$ cat config.mk
export PLATFORM = sky130hd
export DESIGN_NAME = video_timing_detector_flat
export DESIGN_NICKNAME = d
export VERILOG_FILES = /design/src/rtl/video_timing_detector_pkg.sv /design/src/rtl/video_timing_detector_if.sv /design/src/rtl/video_timing_detector_sync_edge_detector.sv /design/src/rtl/video_timing_detector.sv /design/src/flat_wrapper.sv
export SDC_FILE = /design/constraint.sdc
export NUM_CORES = 1
export LEC_CHECK = 0
export CORE_UTILIZATION = 58
export CTS_BUF_LIST = sky130_fd_sc_hd__clkbuf_4
export DETAILED_ROUTE_END_ITERATION = 8
export PLACE_DENSITY = 0.95
export SETUP_SLACK_MARGIN = 0.2
export SLEW_MARGIN = 25
export SYNTH_ARGS = -nofsm -noshare
export SYNTH_HDL_FRONTEND = slang
export SYNTH_SLANG_ARGS = --single-unit
$ cat constraint.sdc
create_clock -name clk_rgb -period 4.05 [get_ports clk_rgb]
set_clock_uncertainty 0.05 [all_clocks]
set_input_delay 0.405 -clock clk_rgb [delete_from_list [all_inputs] [get_ports clk_rgb]]
set_output_delay 0.405 -clock clk_rgb [all_outputs]
set_load 0.02 [all_outputs]
$ cat src/rtl/video_timing_detector_pkg.sv
// Shared types and nominal raster geometry for the video timing detector.
package video_timing_pkg;

    typedef enum logic [1:0] {
        SEARCH  = 2'd0,
        MEASURE = 2'd1,
        LOCKED  = 2'd2
    } vtd_state_e;

    localparam int NOM_HOR_ACTIVE  = 640;
    localparam int NOM_VER_ACTIVE  = 480;
    localparam int NOM_HOR_TOTAL   = 800;
    localparam int NOM_VER_TOTAL   = 525;
    localparam int NOM_LOCK_FRAMES = 2;

endpackage

$ cat src/rtl/video_timing_detector_if.sv
// Raster timing input bundle: hs/vs/de sampled on every clk_rgb edge where ce=1.
interface video_timing_detector_if;
    // ce qualifies each sample; there is no backpressure, the source never stalls for the sink.
    logic ce;
    logic hs_in;
    logic vs_in;
    logic de_in;

    modport master (output ce, hs_in, vs_in, de_in);
    modport slave  (input  ce, hs_in, vs_in, de_in);
endinterface

$ cat src/rtl/video_timing_detector_sync_edge_detector.sv
// Pixel-enable gated previous-value register with same-cycle rise/fall qualifiers.
module sync_edge_detector (
    input  logic clk_rgb,
    input  logic rst,
    input  logic ce,
    input  logic sig_in,
    output logic rise,
    output logic fall
);
    logic prev_q;
    logic prev_d;

    always_comb begin
        prev_d = prev_q;
        if (ce) prev_d = sig_in;
    end

    always_ff @(posedge clk_rgb) begin
        if (rst) prev_q <= 1'b0;
        else     prev_q <= prev_d;
    end

    assign rise = ce & sig_in & ~prev_q;
    assign fall = ce & ~sig_in & prev_q;
endmodule

$ cat src/rtl/video_timing_detector.sv
// Recovers pixel coordinates and start strobes from hs/vs/de, measures active size and tracks lock.
module video_timing_detector
    import video_timing_pkg::*;
#(
    parameter int HOR_ACTIVE_PIXELS = NOM_HOR_ACTIVE,
    parameter int VER_ACTIVE_PIXELS = NOM_VER_ACTIVE,
    parameter int HOR_TOTAL_PIXELS  = NOM_HOR_TOTAL,
    parameter int VER_TOTAL_PIXELS  = NOM_VER_TOTAL,
    parameter int LOCK_FRAMES       = NOM_LOCK_FRAMES,
    localparam int XW  = $clog2(HOR_ACTIVE_PIXELS),
    localparam int YW  = $clog2(VER_ACTIVE_PIXELS),
    localparam int HMW = $clog2(HOR_TOTAL_PIXELS) + 1,
    localparam int VMW = $clog2(VER_TOTAL_PIXELS) + 1
) (
    input  logic                    clk_rgb,
    input  logic                    rst,
    video_timing_detector_if.slave  vin,
    output logic [XW-1:0]           x,
    output logic [YW-1:0]           y,
    output logic                    de_out,
    output logic                    line_start,
    output logic                    frame_start,
    output logic [HMW-1:0]          h_active_meas,
    output logic [VMW-1:0]          v_active_meas,
    output logic                    locked,
    output logic                    timing_err,
    output vtd_state_e              dbg_state
);
    localparam int GW = $clog2(LOCK_FRAMES + 1);
    localparam logic [XW-1:0]  X_MAX    = XW'(HOR_ACTIVE_PIXELS - 1);
    localparam logic [YW-1:0]  Y_MAX    = YW'(VER_ACTIVE_PIXELS - 1);
    localparam logic [HMW-1:0] H_NOM    = HMW'(HOR_ACTIVE_PIXELS);
    localparam logic [HMW-1:0] H_SAT    = '1;
    localparam logic [VMW-1:0] V_NOM    = VMW'(VER_ACTIVE_PIXELS);
    localparam logic [VMW-1:0] V_TOT    = VMW'(VER_TOTAL_PIXELS);
    localparam logic [VMW-1:0] V_SAT    = VMW'(VER_TOTAL_PIXELS + 1);
    localparam logic [GW-1:0]  LOCK_CNT = GW'(LOCK_FRAMES);

    logic de_rise, de_fall, vs_rise, vs_fall;
    logic unused_sig;

    sync_edge_detector u_de_edge (
        .clk_rgb (clk_rgb),
        .rst     (rst),
        .ce      (vin.ce),
        .sig_in  (vin.de_in),
        .rise    (de_rise),
        .fall    (de_fall)
    );

    sync_edge_detector u_vs_edge (
        .clk_rgb (clk_rgb),
        .rst     (rst),
        .ce      (vin.ce),
        .sig_in  (vin.vs_in),
        .rise    (vs_rise),
        .fall    (vs_fall)
    );

    // hsync carries no information beyond what de edges already give.
    assign unused_sig = vin.hs_in ^ vs_fall;

    logic [XW-1:0]  x_q, x_d;
    logic [YW-1:0]  y_q, y_d;
    logic           de_q, de_d;
    logic           line_start_q, line_start_d;
    logic           frame_start_q, frame_start_d;
    logic [HMW-1:0] h_meas_q, h_meas_d;
    logic [VMW-1:0] v_meas_q, v_meas_d;
    logic [HMW-1:0] h_cnt_q, h_cnt_d;
    logic [VMW-1:0] v_cnt_q, v_cnt_d;
    logic           armed_q, armed_d;
    logic           seen_vs_q, seen_vs_d;
    logic           timing_err_q, timing_err_d;
    logic           line_err, frame_err;

    vtd_state_e     state_q, state_d;
    logic [GW-1:0]  good_q, good_d;

    always_comb begin
        x_d           = x_q;
        y_d           = y_q;
        de_d          = de_q;
        line_start_d  = 1'b0;
        frame_start_d = 1'b0;
        h_meas_d      = h_meas_q;
        v_meas_d      = v_meas_q;
        h_cnt_d       = h_cnt_q;
        v_cnt_d       = v_cnt_q;
        armed_d       = armed_q;
        seen_vs_d     = seen_vs_q;
        line_err      = 1'b0;
        frame_err     = 1'b0;
        if (vin.ce) begin
            de_d = vin.de_in;
            if (de_rise) begin
                x_d           = '0;
                h_cnt_d       = HMW'(1);
                line_start_d  = seen_vs_q;
                frame_start_d = armed_q;
                armed_d       = 1'b0;
            end else if (vin.de_in) begin
                if (x_q != X_MAX) x_d = x_q + 1'b1;
                if (h_cnt_q != H_SAT) h_cnt_d = h_cnt_q + 1'b1;
            end
            // A line ending on the vs edge is counted before the frame is judged.
            if (de_fall) begin
                h_meas_d = h_cnt_q;
                line_err = (h_cnt_q != H_NOM);
                if (y_q != Y_MAX) y_d = y_q + 1'b1;
                if (v_cnt_q != V_SAT) begin
                    v_cnt_d   = v_cnt_q + 1'b1;
                    frame_err = (v_cnt_q == V_TOT);
                end
            end
            if (vs_rise) begin
                v_meas_d  = v_cnt_d;
                if (v_cnt_d != V_NOM) frame_err = 1'b1;
                v_cnt_d   = '0;
                y_d       = '0;
                armed_d   = 1'b1;
                seen_vs_d = 1'b1;
            end
        end
    end

    always_ff @(posedge clk_rgb) begin
        if (rst) begin
            x_q           <= '0;
            y_q           <= '0;
            de_q          <= 1'b0;
            line_start_q  <= 1'b0;
            frame_start_q <= 1'b0;
            h_meas_q      <= '0;
            v_meas_q      <= '0;
            h_cnt_q       <= '0;
            v_cnt_q       <= '0;
            armed_q       <= 1'b0;
            seen_vs_q     <= 1'b0;
            timing_err_q  <= 1'b0;
        end else begin
            x_q           <= x_d;
            y_q           <= y_d;
            de_q          <= de_d;
            line_start_q  <= line_start_d;
            frame_start_q <= frame_start_d;
            h_meas_q      <= h_meas_d;
            v_meas_q      <= v_meas_d;
            h_cnt_q       <= h_cnt_d;
            v_cnt_q       <= v_cnt_d;
            armed_q       <= armed_d;
            seen_vs_q     <= seen_vs_d;
            timing_err_q  <= timing_err_d;
        end
    end

    always_ff @(posedge clk_rgb) begin
        if (rst) begin
            state_q <= SEARCH;
            good_q  <= '0;
        end else begin
            state_q <= state_d;
            good_q  <= good_d;
        end
    end

    always_comb begin
        state_d = state_q;
        good_d  = good_q;
        if (vin.ce) begin
            case (state_q)
                SEARCH: begin
                    if (vs_rise) begin
                        state_d = MEASURE;
                        good_d  = '0;
                    end
                end
                MEASURE: begin
                    if (line_err || frame_err) begin
                        state_d = SEARCH;
                        good_d  = '0;
                    end else if (vs_rise) begin
                        good_d = good_q + 1'b1;
                        if (good_d >= LOCK_CNT) state_d = LOCKED;
                    end
                end
                LOCKED: begin
                    if (line_err || frame_err) begin
                        state_d = SEARCH;
                        good_d  = '0;
                    end
                end
                default: begin
                    state_d = SEARCH;
                    good_d  = '0;
                end
            endcase
        end
    end

    always_comb begin
        locked       = (state_q == LOCKED);
        timing_err_d = vin.ce && (state_q != SEARCH) && (line_err || frame_err);
    end

    assign x             = x_q;
    assign y             = y_q;
    assign de_out        = de_q;
    assign line_start    = line_start_q;
    assign frame_start   = frame_start_q;
    assign h_active_meas = h_meas_q;
    assign v_active_meas = v_meas_q;
    assign timing_err    = timing_err_q;
    assign dbg_state     = state_q;
endmodule

$ cat src/flat_wrapper.sv
// flat-port wrapper written by rule: the top's interface ports become plain ports
module video_timing_detector_flat import video_timing_pkg::*;
#(
    parameter int HOR_ACTIVE_PIXELS = NOM_HOR_ACTIVE,
    parameter int VER_ACTIVE_PIXELS = NOM_VER_ACTIVE,
    parameter int HOR_TOTAL_PIXELS  = NOM_HOR_TOTAL,
    parameter int VER_TOTAL_PIXELS  = NOM_VER_TOTAL,
    parameter int LOCK_FRAMES       = NOM_LOCK_FRAMES,
    localparam int XW  = $clog2(HOR_ACTIVE_PIXELS),
    localparam int YW  = $clog2(VER_ACTIVE_PIXELS),
    localparam int HMW = $clog2(HOR_TOTAL_PIXELS) + 1,
    localparam int VMW = $clog2(VER_TOTAL_PIXELS) + 1
)
  (clk_rgb, rst, x, y, de_out, line_start, frame_start, h_active_meas, v_active_meas, locked, timing_err, dbg_state, vin_ce, vin_hs_in, vin_vs_in, vin_de_in);
  video_timing_detector_if vin_i ();
  input  logic clk_rgb;
  input  logic rst;
  output logic [XW-1:0] x;
  output logic [YW-1:0] y;
  output logic de_out;
  output logic line_start;
  output logic frame_start;
  output logic [HMW-1:0] h_active_meas;
  output logic [VMW-1:0] v_active_meas;
  output logic locked;
  output logic timing_err;
  output vtd_state_e dbg_state;
  input wire logic [$bits(vin_i.ce)-1:0] vin_ce;
  input wire logic [$bits(vin_i.hs_in)-1:0] vin_hs_in;
  input wire logic [$bits(vin_i.vs_in)-1:0] vin_vs_in;
  input wire logic [$bits(vin_i.de_in)-1:0] vin_de_in;
  assign vin_i.ce = vin_ce;
  assign vin_i.hs_in = vin_hs_in;
  assign vin_i.vs_in = vin_vs_in;
  assign vin_i.de_in = vin_de_in;
  video_timing_detector #(.HOR_ACTIVE_PIXELS(HOR_ACTIVE_PIXELS), .VER_ACTIVE_PIXELS(VER_ACTIVE_PIXELS), .HOR_TOTAL_PIXELS(HOR_TOTAL_PIXELS), .VER_TOTAL_PIXELS(VER_TOTAL_PIXELS), .LOCK_FRAMES(LOCK_FRAMES)) u_core (.clk_rgb(clk_rgb), .rst(rst), .vin(vin_i), .x(x), .y(y), .de_out(de_out), .line_start(line_start), .frame_start(frame_start), .h_active_meas(h_active_meas), .v_active_meas(v_active_meas), .locked(locked), .timing_err(timing_err), .dbg_state(dbg_state));
endmodule
==> flow_summary.toml <==
[critical_path]
required_ns = 4.33
path_class = "flip-flop to flip-flop"
start_kind = "flip-flop"
critPathMaxFanout = 17
cp-end-kind = "flip-flop"
worstPathArrival_ns = 3.27

[synthesis]
netlist-cell-type-count = 52
synth_seq_cells = 74
synthesis.nets = 415
synth_top_area_frac = 0.440
yosysTopAreaCell = "dfxtp_1"
ys_seq_area_frac = 0.440
synthFlopType = "dfxtp_1"
netlist_instances = 402
synth_edf_count = 0
syn_area_um2 = 3370
synth.area.top_cells = "dfxtp_1, nor2_1, nand2_1"
yosys_warnings = 0
async_flop_share = 0
avgSynthCellArea_um2 = 8.37

[cts]
cts_tree = "built"
insertion_delay_ns = 0.41
cts_setup_buffers = 0
clk_pin_slew_worst_paths_ns = 0.11
htree_levels = 3
cts_resized = 0
cts_buffers = 9
clk_path_buf_depth = 2
cts.sinks = 74
hold_buffers = 0
root_buffer = "clkbuf_4"

[sta]
rsz0062_at_grt = "no"
fin_crit_sh = 0.737
setup_violations = 0
layout_min_cycle_time_ns = 2.98
maxSlewViolCount = 0
setup_ws_ns = 1.07
final_hold_viol_count = 0
whs_ns = 0.413
tightest_slew_ns = 0.819
fmaxAchievable_ghz = 0.335
tns_ns = 0
relSlewSlack = 0.454

[cells_and_area]
ff_latch_area_um2 = 1480
drive_gt1_frac = 0.0438
fin_util = 0.729
num-fill-cells = 453
antennaDiodeCount = 0
fin_nets = 465
syn2layout_area_growth_pct = 20.0
multi_input_area_um2 = 1770
layout_common_cells = "dfxtp_1, nor2_1, clkdlybuf4s50_1"
fin_area_um2 = 4040
layout_commonest_cell = "dfxtp_1"

[detailed_routing]
firstDrtPassIters = 5
drt_wl_total_um = 7720
drcViolationCount = 0
routedWlPerCell_um = 14.6
dr.first_iter.drc_count = 296
num_vias = 3165
avgViaCountPerCell = 5.98
postRouteAntennaNets = 0

[die]
die-area_um2 = 6110
fp.dieW_um = 78.2
io_pins = 54
core_area_um2 = 5540
initial_core_util = 0.607
rows = 27
die_y_um = 78.2

[outcome]
status = "completed"

[global_routing]
grt_overflow = 0
grt_pass1_vias = 2805
grt_first_pass_wirelength_um = 12700
grt_max_degree = 33
grt_usage = 0.262
antenna_found_initial = 0

[pwr]
peakVddDrop_v = 0.000190
cellPowerDensity_nw_per_um2 = 298
p_leak_nw = 1.38

[placed_design]
gp_congestion = 0.915
dp_hpwl_um = 5340
dp_slack_ns = 0.842
place_area_um2 = 3940
numPortBuffers = 52

[run]
maxCapViolations = 0

[min_path]
hp-class = "flip-flop to flip-flop"
worst max-delay path, stage by stage (launching register included):
cell and delay [ns]:
dfxtp_1 0.71, nand3b_4 0.30, or4_1 0.62, and2_1 0.22
or4b_1 0.50, o311ai_1 0.29, a22oi_1 0.12, nor3_2 0.11
layer usage:
layer	GRT usage	up-vias	share of wire
li1	-	1533	-
met5	0	-	0
met2	0.425	124	0.47
met3	0.0547	14	0.057
met1	0.341	1494	0.46
met4	0.104	0	0.017
stage by stage:
stage | std cells | power (mW)
final | 529 | 1.20
after global routing | 529 | 1.25
after CTS | 529 | 1.21
after detailed placement | 513 | 0.855
after global placement | 513 | 0.851
after floorplan | 402 | 0.820
path summary, 6_finish.rpt:
check	cells past startpoint	slack [ns]	end	startpoint
worst max register to register	7	1.07	u_core.dbg_state[0]$_SDFFE_PP0P_	u_core.de_out$_SDFFE_PP0P_
worst min register to register	2	0.41	u_core.h_active_meas[10]$_SDFFE_PP0P_	u_core.h_active_meas[10]$_SDFFE_PP0P_
worst max-delay path	7	1.07	u_core.dbg_state[0]$_SDFFE_PP0P_	u_core.de_out$_SDFFE_PP0P_
worst min-delay path	2	0.41	u_core.h_active_meas[10]$_SDFFE_PP0P_	u_core.h_active_meas[10]$_SDFFE_PP0P_
sequential cells by signal (all words and copies together), names as in the netlist, 2 cells and up:
name,cells
u_core.v_active_meas,11
u_core.v_cnt_q,11
u_core.y,9
u_core.h_cnt_q,11
u_core.x,10
u_core.good_q,2
u_core.dbg_state,2
u_core.h_active_meas,11
cells by family after synthesis:
group	synth area share
muxes	0.0119
AOI/OAI and AO/OA	0.143
and+or+nand+nor	0.288
DFF	0.440
adders and majority gates	0.0260
buffers and inverters	0.0331
xor gates and xnor gates	0.0572
cell type report:
type,instances,share of cell area
clock buffers,9,0.0167
clock inverters,7,0.00898
repair buffers,56,0.136
multi-input cells,300,0.439
flip-flops and latches,74,0.367
well taps,72,0.0223
inverters,11,0.0102
cell usage after synthesis, types with 3 or more instances:
cell type   n
dfxtp_1    74
and3b_1     4
or3_1       8
nand3b_1    4
nand2_1    43
clkbuf_1   12
inv_1      11
and2_1      4
mux2i_1     4
o21ai_1     3
nand2b_1    5
a41oi_1     3
nor3_1      8
nand4_1    12
nand3_1    20
a211oi_1   10
nor3b_1     3
and3_1      3
xor2_1     17
ha_1        7
o21ai_0    16
a21oi_1    28
xnor2_1     5
and4_1      3
nor2_1     55
a31oi_1     5
power by group:
| group | total, mW | switching [mW] | internal, mW |
|---|---|---|---|
| Clock | 0.364 | 0.246 | 0.118 |
| Combinational | 0.0909 | 0.0562 | 0.0348 |
| Sequential | 0.748 | 0.00980 | 0.738 |
| Total | 1.20 | 0.312 | 0.891 |
(Power assumes the default switching activity.)
